===== config.mk =====
export PLATFORM = sky130hd
export DESIGN_NAME = irq_ctrl4
export DESIGN_NICKNAME = d
export VERILOG_FILES = /design/src/rtl/irq_ctrl4.sv
export SDC_FILE = /design/constraint.sdc
export NUM_CORES = 1
export LEC_CHECK = 0
export BUFFER_PORTS_ARGS = -buffer_cell sky130_fd_sc_hd__buf_4
export CAP_MARGIN = 20
export CORE_AREA = 4 4 41 43
export DETAILED_ROUTE_END_ITERATION = 10
export DIE_AREA = 0 0 45 47
export PLACE_DENSITY_LB_ADDON = 0.12
export SLEW_MARGIN = 0
export SYNTH_ARGS = -nofsm -noshare
export SYNTH_HDL_FRONTEND = slang
export SYNTH_SLANG_ARGS = --single-unit

===== constraint.sdc =====
create_clock -name clk -period 1.8 [get_ports clk]
set_clock_uncertainty 0.2 [all_clocks]
set_input_delay 0.36 -clock clk [delete_from_list [all_inputs] [get_ports clk]]
set_output_delay 0.36 -clock clk [all_outputs]
set_load 0.05 [all_outputs]

===== src/rtl/irq_ctrl4.sv =====
// irq_ctrl4: 4-line edge-detecting interrupt controller with fixed priority and ack/eoi handshake
module irq_ctrl4 (
  input  logic       clk,
  input  logic       rst_n,
  input  logic [3:0] irq,
  input  logic [3:0] mask,
  input  logic       ack,
  input  logic       eoi,
  output logic       irq_valid,
  output logic [2:0] irq_code,
  output logic       busy,
  output logic [3:0] pend
);
  localparam logic [1:0] IDLE = 2'b00;
  localparam logic [1:0] REQ  = 2'b01;
  localparam logic [1:0] SERV = 2'b10;
  logic [1:0] state;
  logic [3:0] irq_d, rise, pm, clr;
  logic [2:0] win;
  assign rise = irq & ~irq_d;
  assign pm = pend & ~mask;
  assign win = pm[3] ? 3'd3 : pm[2] ? 3'd2 : pm[1] ? 3'd1 : 3'd0;
  assign clr = (state == REQ && ack) ? 4'b0001 << irq_code[1:0] : 4'b0000;
  // state encoding makes both outputs direct flop bits
  assign irq_valid = state[0];
  assign busy = state[1];
  always_ff @(posedge clk or negedge rst_n) begin
    if (!rst_n) begin
      state <= IDLE;
      irq_d <= 4'b0000;
      pend <= 4'b0000;
      irq_code <= 3'b000;
    end else begin
      irq_d <= irq;
      pend <= (pend & ~clr) | rise;
      case (state)
        IDLE: if (|pm) begin
          state <= REQ;
          irq_code <= win;
        end
        REQ: if (ack) state <= SERV;
        SERV: if (eoi) state <= IDLE;
        default: state <= IDLE;
      endcase
    end
  end
endmodule

==> flow_metrics.tcl <==
set metrics [dict create \
    clockBufferDepth 2 \
    clkPwrFrac_pct 15.4 \
    overflow 0 \
    grt_pass1_vias 421 \
    cts_setup_buffers 0 \
    die_y_um 47 \
    required_ns 1.24 \
    layout_setup_ws_ns 0.2608 \
    outcome "finished, final reports clean" \
    cts_buffers 3 \
    num-nets-final 86 \
    dp_cells 79 \
    syn_to_final_growth_pct 48.85 \
    diodes 0 \
    cts_tree "done" \
    net-switching-power_uw 642.9 \
    yosysSeqAreaShare_pct 61.07 \
    clock_sinks 12 \
    final_cells 88 \
    drt_iter0_drc 4 \
    p_leak_uw 0.0003508 \
    fin_crit_sh_pct 85.51 \
    start_util_pct 37.79 \
    setup_violations 0 \
    root_buffer "clkbuf_4" \
    antenna_found_initial 0 \
    fmax_mhz 649.7 \
    syn_area_per_cell_um2 10.69 \
    ctsResizeCount 0 \
    critical_path_class "register to output port" \
    row_count 13 \
    power_frac_comb_pct 50.7 \
    min_path_type "input pin to register" \
    yosysTopAreaCellShare_pct 61.07 \
    fillCellCount 128 \
    p_int_uw 714.4 \
    io_buffers 19 \
    totalPowerFinal_uw 1357 \
    setup_tns_ns 0 \
    synth-seq-cells 12 \
    drive_gt1_share_pct 34.25 \
    grt_usage_pct 11.95 \
    postSynthCellCount 46 \
    yosys-top-cells-area "dfrtp_1 61%, nor2b_1 5.1%, o21ai_0 5.1%" \
    die_area_um2 2115 \
    hold_buffers 5 \
    h-tree-depth 1 \
    synth_area_leader_cell "dfrtp_1" \
    path_cells "buf_4" \
    synth.distinct_cells 17 \
    die_w_um 45 \
    path_clk_slew_ns 0.07 \
    p_seq_share_pct 33.9 \
    cap_violations 0 \
    clock_latency_ns 0.26 \
    avgRoutedWirePerCell_um 11.90 \
    cp_slowest_cell "dfrtp_1" \
    cp_num_buf_inv 1 \
    slew_viol_final 0 \
    post-place-ws_ns 0.4909 \
    crit_arrival_ns 0.98 \
    p_sw_share_pct 47.37 \
    holdWs_ns 0.1022 \
    core_um2 1301 \
    yosysWarnings 0 \
    critPathMaxFanout 8 \
    via_per_inst 4.909 \
    powerDensity_nw_per_um2 1854 \
    routed_wl_mm 1.047 \
    num_vias 432 \
    place.gp.congestion 0.7655 \
    rsz0062_at_grt "no" \
    grt_start_max_net_pins 13 \
    drc 0 \
    dr.pass1.iters 2 \
    syn_nets 58 \
    start_kind "register" \
    design.portCount 21 \
    cp-end-kind "output port" \
    min_period_ns 1.539 \
    dp_hpwl_um 828.9 \
    ir_drop_mv 0.7961 \
    cpPeakStageDelay_ns 0.47 \
    finalHoldViolCount 0 \
    grt_pass1_wl_mm 1.745 \
    antenna_left 0 \
    crit_family "flip-flops" \
    synth_area_um2 491.7 \
]
## flip-flops by register name, summed over array words and instances, names as in the netlist
name and count:
irq_code 2, irq_d 4, pend 4, state 2
## cells in the mapped netlist, drive strengths merged
master	count
a2bb2oi	1
o41ai	2
buf	1
nand2	3
conb	1
nor2b	4
inv	7
o21ai	9
o311ai	1
a21bo	1
dfrtp	12
nor2	2
o221ai	1
nand4b	1
## power groups by stage
stage	Combinational (uW)	Sequential, uW	Clock (uW)
after CTS	695	459	221
after global placement	677	466	0
after floorplan	190	735	0
after global routing	729	473	237
after detailed placement	684	465	0
final	688	461	209
## cell usage in the layout (no fill, tap or decap), drive strengths merged
master,n
buf,19
dfrtp,12
o21ai,9
inv,7
dlygate4sd3,5
nor2b,4
clkbuf,4
nand2,3
o41ai,2
nor2,2
nand4b,1
a2bb2oi,1
o221ai,1
a21bo,1
o311ai,1
conb,1
## kinds of logic after synthesis
kind of cell / count (synthesis) / share of synthesized area (%)
AO/OA/AOI/OAI: 15 / 20.10
buffers and inverters: 8 / 6.870
flip-flops: 12 / 61.07
other: 1 / 0.7626
AND/OR/NAND/NOR: 10 / 11.20
## layer usage
layer,global-route usage [%],up-vias,routed length (um)
met5,0,-,0
met4,7.018,0,0
met3,5.364,0,107
met2,19.21,15,477
met1,13.06,205,462
li1,-,212,-
## through the flow
stage | cell area, um2 | utilization (%)
after global routing | 732.0 | 56.25
after CTS | 732.0 | 56.25
after detailed placement | 645.6 | 49.62
after global placement | 645.6 | 49.62
final | 732.0 | 56.25
after floorplan | 491.7 | -
## final cells by class
class                   instances  area (um2)  area share (%)
repair buffers                 24       192.7           26.32
well taps                      15       18.77           2.564
inverters                       7       26.28           3.590
flip-flops and latches         12       300.3           41.03
multi-input cells              26       157.7           21.54
clock buffers                   4       36.28           4.957
## worst paths after layout
| check | cells after the start | from | slack, ns | endpoint |
|---|---|---|---|---|
| worst min-delay path | 2 | ack | 0.10 | state[0] |
| worst min register to register | 1 | irq_d[0] | 0.21 | pend[0] |
| worst max register to register | 3 | state[1] | 0.48 | irq_code[1] |
| worst max-delay path | 1 | state[1] | 0.26 | busy |
| max in group asynchronous | 2 | rst_n | 0.98 | state[1] |
| min in group asynchronous | 2 | rst_n | 0.27 | irq_code[0] |
Power figures use the tool's default switching activity.
